==> config.mk <==
export PLATFORM = sky130hd
export DESIGN_NAME = bcd_to_bin_flat
export DESIGN_NICKNAME = d
export VERILOG_FILES = /design/src/rtl/bcd_to_bin_if.sv /design/src/rtl/bcd_to_bin.sv /design/src/flat_wrapper.sv
export SDC_FILE = /design/constraint.sdc
export NUM_CORES = 1
export LEC_CHECK = 0
export CAP_MARGIN = 20
export CORE_MARGIN = 3
export CORE_UTILIZATION = 55
export CTS_CLUSTER_DIAMETER = 80
export DETAILED_ROUTE_END_ITERATION = 8
export PLACE_DENSITY = 0.88
export SETUP_SLACK_MARGIN = 0.2
export SKIP_CTS_REPAIR_TIMING = 1
export SLEW_MARGIN = 20
export SYNTH_ARGS = -nofsm -noshare
export SYNTH_HDL_FRONTEND = slang
export SYNTH_SLANG_ARGS = --single-unit
export TNS_END_PERCENT = 10
==> constraint.sdc <==
create_clock -name clk -period 4.2 [get_ports clk]
set_input_delay 0.63 -clock clk [delete_from_list [all_inputs] [get_ports clk]]
set_output_delay 0.63 -clock clk [all_outputs]
set_load 0.02 [all_outputs]
==> src/rtl/bcd_to_bin_if.sv <==
// Handshake/data bundle for the bcd_to_bin converter: load strobe and digits in,
// binary result with ready/error status out.
`timescale 1ns/1ps
interface bcd_to_bin_if;
  logic        load;
  logic [3:0]  dig_1;
  logic [3:0]  dig_2;
  logic [3:0]  dig_3;
  logic [3:0]  dig_4;
  logic [15:0] number;
  logic        ready;
  logic        error;

  modport master (
    output load, dig_1, dig_2, dig_3, dig_4,
    input  number, ready, error
  );

  modport slave (
    input  load, dig_1, dig_2, dig_3, dig_4,
    output number, ready, error
  );
endinterface

==> src/rtl/bcd_to_bin.sv <==
// Iterative 4-digit BCD-to-binary converter (acc*10 + digit, MSD first, 4 cycles).
// Optional invalid-digit checking is enabled by defining BCD_TO_BIN_CHECK_EN.
`timescale 1ns/1ps
module bcd_to_bin (
  input  logic          clk,
  input  logic          reset,
  bcd_to_bin_if.slave   bus
);

  localparam int unsigned DATA_W = 16;
  localparam int unsigned STEP_W = 2;

  localparam logic [0:0] IDLE = 1'b0;
  localparam logic [0:0] CONV = 1'b1;

  logic [0:0]        state,    state_nx;
  logic [DATA_W-1:0] shadow,   shadow_nx;
  logic [DATA_W-1:0] acc,      acc_nx;
  logic [STEP_W-1:0] step,     step_nx;
  logic [DATA_W-1:0] number_q, number_nx;
  logic              ready_q,  ready_nx;
  logic [3:0]        digit_c;
  logic [DATA_W-1:0] acc_step_c;

`ifdef BCD_TO_BIN_CHECK_EN
  logic flag,    flag_nx;
  logic error_q, error_nx;
`endif

  // Current digit, thousands first
  always_comb begin
    digit_c = shadow[3:0];
    case (step)
      2'd0:    digit_c = shadow[15:12];
      2'd1:    digit_c = shadow[11:8];
      2'd2:    digit_c = shadow[7:4];
      default: digit_c = shadow[3:0];
    endcase
  end

  // acc*10 + digit using shifts and adds only
  assign acc_step_c = DATA_W'(acc << 3) + DATA_W'(acc << 1) + DATA_W'(digit_c);

  always_comb begin
    state_nx  = state;
    shadow_nx = shadow;
    acc_nx    = acc;
    step_nx   = step;
    number_nx = number_q;
    ready_nx  = ready_q;
`ifdef BCD_TO_BIN_CHECK_EN
    flag_nx   = flag;
    error_nx  = error_q;
`endif
    case (state)
      IDLE: begin
        if (bus.load) begin
          shadow_nx = {bus.dig_4, bus.dig_3, bus.dig_2, bus.dig_1};
          acc_nx    = '0;
          step_nx   = '0;
          ready_nx  = 1'b0;
          state_nx  = CONV;
`ifdef BCD_TO_BIN_CHECK_EN
          flag_nx   = 1'b0;
`endif
        end
      end
      CONV: begin
        acc_nx  = acc_step_c;
        step_nx = step + STEP_W'(1);
`ifdef BCD_TO_BIN_CHECK_EN
        flag_nx = flag | (digit_c > 4'd9);
`endif
        if (step == STEP_W'(3)) begin
          state_nx  = IDLE;
          ready_nx  = 1'b1;
`ifdef BCD_TO_BIN_CHECK_EN
          error_nx  = flag_nx;
          number_nx = flag_nx ? '0 : acc_step_c;
`else
          number_nx = acc_step_c;
`endif
        end
      end
      default: state_nx = IDLE;
    endcase
  end

  always_ff @(posedge clk or negedge reset) begin
    if (!reset) begin
      state    <= IDLE;
      shadow   <= '0;
      acc      <= '0;
      step     <= '0;
      number_q <= '0;
      ready_q  <= 1'b1;
`ifdef BCD_TO_BIN_CHECK_EN
      flag     <= 1'b0;
      error_q  <= 1'b0;
`endif
    end else begin
      state    <= state_nx;
      shadow   <= shadow_nx;
      acc      <= acc_nx;
      step     <= step_nx;
      number_q <= number_nx;
      ready_q  <= ready_nx;
`ifdef BCD_TO_BIN_CHECK_EN
      flag     <= flag_nx;
      error_q  <= error_nx;
`endif
    end
  end

  assign bus.number = number_q;
  assign bus.ready  = ready_q;
`ifdef BCD_TO_BIN_CHECK_EN
  assign bus.error  = error_q;
`else
  assign bus.error  = 1'b0;
`endif

endmodule

==> src/flat_wrapper.sv <==
// flat-port wrapper written by rule: the top's interface ports become plain ports
module bcd_to_bin_flat 
  (clk, reset, bus_load, bus_dig_1, bus_dig_2, bus_dig_3, bus_dig_4, bus_number, bus_ready, bus_error);
  bcd_to_bin_if bus_i ();
  input  logic clk;
  input  logic reset;
  input wire logic [$bits(bus_i.load)-1:0] bus_load;
  input wire logic [$bits(bus_i.dig_1)-1:0] bus_dig_1;
  input wire logic [$bits(bus_i.dig_2)-1:0] bus_dig_2;
  input wire logic [$bits(bus_i.dig_3)-1:0] bus_dig_3;
  input wire logic [$bits(bus_i.dig_4)-1:0] bus_dig_4;
  output wire logic [$bits(bus_i.number)-1:0] bus_number;
  output wire logic [$bits(bus_i.ready)-1:0] bus_ready;
  output wire logic [$bits(bus_i.error)-1:0] bus_error;
  assign bus_i.load = bus_load;
  assign bus_i.dig_1 = bus_dig_1;
  assign bus_i.dig_2 = bus_dig_2;
  assign bus_i.dig_3 = bus_dig_3;
  assign bus_i.dig_4 = bus_dig_4;
  assign bus_number = bus_i.number;
  assign bus_ready = bus_i.ready;
  assign bus_error = bus_i.error;
  bcd_to_bin u_core (.clk(clk), .reset(reset), .bus(bus_i));
endmodule
Yosys cells after proc, flatten, opt, wreduce, memory -nomap -nowiden
Index checks and enable logic that the tools add are counted.

Bits in registers: 51. Input port bits: 19. Output and inout bits: 18. Logic and storage cells: 30.

Add/subtract/negate cells: 3. Eq/ne operators: 5. Mux-type cells: 11. Bitwise gates (word level): 1. Reductions and logical operators: 4.

Operators with widths (number): $pmux 15 s2 (1); $add 16x16->16 (1); $add 16x4->16 (1); $mux 15 (1); $pmux 4 s3 (1); $reduce_and 2->1 (3); $eq 2x2->1 const B (2); $mux 1 (4); $ne 2x2->1 const B (2); $pmux 1 s2 (2); $pmux 2 s2 (1); $add 2x1->2 const B (1); $eq 2x1->1 const B (1); $logic_not 2->1 (1); $mux 2 (1); $not 1->1 (1).

Depth between registers and ports, before layout
Depth after elaboration: 4. Mapped depth: 13.

Worst setup path after synthesis
OpenSTA, ideal clock, no wires.

Kind: register to register. Start: register u_core.step[0]. End: register u_core.number_q[14] (netlist: u_core.bus.number[14]). Library setup time: 0.069 ns. Arrival time: 3.152 ns. Data required time: 4.131 ns. Slack: 0.978 ns. Stages on the path, launching flop included: 13. Buffers on the path: 0. Clock period less this slack: 3.222 ns. Path through: dfrtp_1 inv_1 ha_1 a222oi_1 a21oi_1 fa_1 inv_1 fa_1 nand2b_1 a211oi_2 a2111oi_2 or4_1 nand3_1.

Word-level cells in the longest chain between the ends: 3. Elaborated cells between the ends (all ways): 7. Classes of those cells: add/sub: 1; eq/ne: 3; mux: 1; reduce/logical: 2.

Ends and longest elaborated chain: start, declared (RTL line bcd_to_bin.sv:19) `logic [STEP_W-1:0] step, step_nx;`; start signal, assigned (RTL line bcd_to_bin.sv:105) `step <= step_nx;`; $eq 2x2->1, or another cell as far along (RTL line bcd_to_bin.sv:33) `case (step)`; $pmux 4 s3 (RTL line bcd_to_bin.sv:33); $add 16x4->16 (RTL line bcd_to_bin.sv:42) `assign acc_step_c = DATA_W'(acc << 3) + DATA_W'(acc << 1) + DATA_W'(digit_c);`; end signal, assigned (RTL line bcd_to_bin.sv:106) `number_q <= number_nx;`; end, declared (RTL line bcd_to_bin.sv:20) `logic [DATA_W-1:0] number_q, number_nx;`.

Parallel ways exist; a longest one is shown, timed or not. A chain may end at the register's enable or synchronous reset.

Worst setup path after layout
Start: register u_core.step[0]. End: register u_core.number_q[12] (netlist: u_core.bus.number[12]).

Same word-level chain as after synthesis.

==> results.json <==
{
  "outcome": "completed",
  "place_hpwl_mm": 4.60,
  "worst_slew_pin_slew_ns": 0.784,
  "worst_setup_path_start_kind": "register",
  "core-area_mm2": 0.00491,
  "fin_ws_ns": 0.665,
  "netlist_top_cells_count": "dfrtp_1, nand2_1, ha_1",
  "grt_pass1_wl_mm": 11.1,
  "synth_largest_area_cell": "dfrtp_1",
  "crit_fanout": 5,
  "diodes": 0,
  "area_growth_pct": 18.8,
  "yosysWarnings": 0,
  "place_area_mm2": 0.00332,
  "slew_violations": 0,
  "drive_gt1_share_pct": 13.3,
  "fin_nets": 358,
  "grt_overflow_total": 0,
  "fin_cells": 375,
  "die_h_um": 78.7,
  "synth_most_common_cell": "dfrtp_1",
  "multi_input_area_mm2": 0.00156,
  "relSlewSlack_pct": 47.6,
  "pin_count": 37,
  "crit_slowest_cell": "fa_1",
  "place_congestion": 0.854,
  "numClockSinks": 51,
  "hold_path_class": "in2async",
  "synth_edf_count": 0,
  "synth_area_mm2": 0.00291,
  "seqCellArea_mm2": 0.00128,
  "crit_buf_inv": 2,
  "ys_ff_latch": 51,
  "synth_cell_types": 49,
  "htree_num_levels": 2,
  "grt_max_degree": 52,
  "cts_buffers": 5,
  "ys_seq_area_share_pct": 43.9,
  "die_w_um": 78.7,
  "final_area_mm2": 0.00346,
  "fmax_mhz": 283,
  "antenna_found_initial": 0,
  "gr-usage-met2_pct": 40.2,
  "min_period_over_period_pct": 84.2,
  "hold_viol": 0,
  "cp.arrival_ns": 3.69,
  "yosys-top-cells-area": "dfrtp_1, ha_1, mux2_2",
  "crit_chain": "inv_1 -> ha_1 -> a222oi_1 -> a21oi_1 -> fa_1 -> inv_1 -> fa_1 -> nand2b_1 -> a211oi_2 -> o211ai_1 -> a21boi_0 -> o31ai_1",
  "synth_top_cell_area_share_pct": 43.0,
  "cp.required_ns": 4.36,
  "clock_skew_ns": 0.0113,
  "ys.flop_type": "dfrtp_1",
  "vias": 2253,
  "post-place-cells": 367,
  "detail_route.wl_per_cell_um": 17.1,
  "use_met1_pct": 28.4,
  "drtAntennaViolNets": 0,
  "drt_iter0_markers": 165,
  "root_buffer": "clkbuf_8",
  "place_ws_ns": 0.720,
  "busiest_layer": "met2",
  "drc_errors": 0,
  "rsz0062_at_grt": "no",
  "rows": 25,
  "wirelength_mm": 6.40,
  "cp_top_family": "compound AO/OA/AOI/OAI gates",
  "clk_pin_slew_worst_paths_ns": 0.10,
  "start_util_pct": 59.2,
  "slowest_delay_ns": 0.52,
  "dr.pass1.iters": 4,
  "port_buffers": 35,
  "fin_crit_ns": 3.53,
  "setup_tns_ns": 0,
  "grt_pass1_vias": 2345,
  "syn_avg_cell_area_um2": 10.7,
  "viasPerCell": 6.01,
  "clk_latency_ns": 0.31,
  "setup_viol": 0,
  "synth-async-reset-ratio_pct": 100,
  "drv_cap": 0,
  "synthCells": 271,
  "syn_nets": 322,
  "grtUsageMet3_pct": 4.08,
  "fp.dieArea_mm2": 0.00620,
  "path_class": "reg2reg",
  "cts_tree": "yes",
  "track_usage_pct": 22.6,
  "nFillCells": 368,
  "ctsLongestPathBuffers": 2,
  "crit_path_end_kind": "register"
}
## routing by layer
metal	wire, µm	share of wire, %
met5	0	0
met4	89	1.4
met3	317	5.0
met2	3260	51
met1	2740	43
## flip-flops by register name (all words and copies together), names as in the netlist
register	cells
u_core.bus.number	16
u_core.shadow	16
u_core.acc	15
u_core.step	2
u_core.bus.ready	1
u_core.state	1
## area by class of cell
| class | instances | share of cell area [%] |
|---|---|---|
| flip-flops and latches | 51 | 37.0 |
| clock buffers | 6 | 2.10 |
| well taps | 67 | 2.43 |
| clock inverters | 2 | 1.74 |
| repair buffers | 39 | 10.9 |
| multi-input cells | 203 | 45.1 |
| inverters | 7 | 0.760 |
## through the flow
step           hold slack (ns)  util (%)
5_1_grt                  0.467      70.4
3_3_place_gp             0.461      67.7
4_1_cts                  0.446      70.4
3_5_place_dp             0.467      67.7
2_1_floorplan            0.334         -
6_report                 0.418      70.4
## worst reg2reg max path: cells and delay by family, from the launching register on
kind                     cells  cell delay, ns
buffers and inverters        2            0.16
AO/OA/AOI/OAI                6            1.38
flip-flops                   1            0.41
adder cells (fa/ha/maj)      3            1.23
AND/OR/NAND/NOR              1            0.20
## worst paths after layout
check	slack [ns]	endpoint	start	cells past startpoint
worst max-delay path	0.67	u_core.bus.number[12]$_DFFE_PN0P_	u_core.step[0]$_DFFE_PN0P_	12
worst min-delay path	0.42	u_core.acc[12]$_DFFE_PN0P_	reset	2
worst max register to register	0.67	u_core.bus.number[12]$_DFFE_PN0P_	u_core.step[0]$_DFFE_PN0P_	12
worst min register to register	0.48	u_core.bus.number[7]$_DFFE_PN0P_	u_core.bus.number[7]$_DFFE_PN0P_	2
max in group asynchronous	3.34	u_core.state$_DFF_PN0_	reset	2
min in group clk	0.48	u_core.bus.number[7]$_DFFE_PN0P_	u_core.bus.number[7]$_DFFE_PN0P_	2
## cells by family (layout without fill, tap and decap cells)
logic type / after synthesis / after routing / share of synthesized area [%]
muxes: 20 / 20 / 7.70
adders and majority gates: 32 / 32 / 14.3
buffers and inverters: 17 / 54 / 2.41
DFF: 51 / 51 / 43.9
other: 1 / 1 / 0.129
AOI/OAI and AO/OA: 69 / 69 / 17.9
and+or+nand+nor: 75 / 75 / 11.8
xor gates and xnor gates: 6 / 6 / 1.81
## placed cells by master (no fill, tap or decap), types with 2 or more instances in the layout
cell type and n:
or3_1 2, nand2b_1 2, nor3_1 3, o31ai_1 8
ha_1 30, clkdlybuf4s50_1 34, nand2_1 36, nand3_1 5
o21ai_0 10, a211o_2 2, nor3b_1 3, nand4_1 4
inv_1 7, buf_4 4, dfrtp_1 50, mux2_2 19
a22o_1 5, and2_1 2, clkbuf_8 5, a211oi_1 3
a222oi_1 5, fa_1 2, xnor2_1 5, nor2_1 13
nor2b_1 3, bufinv_16 2, o21a_1 4, a21o_1 6
a21oi_1 12
Power is left out: the tool's default activity adds up to more than one toggle a clock period on the data nets, which glitch-free logic cannot reach.
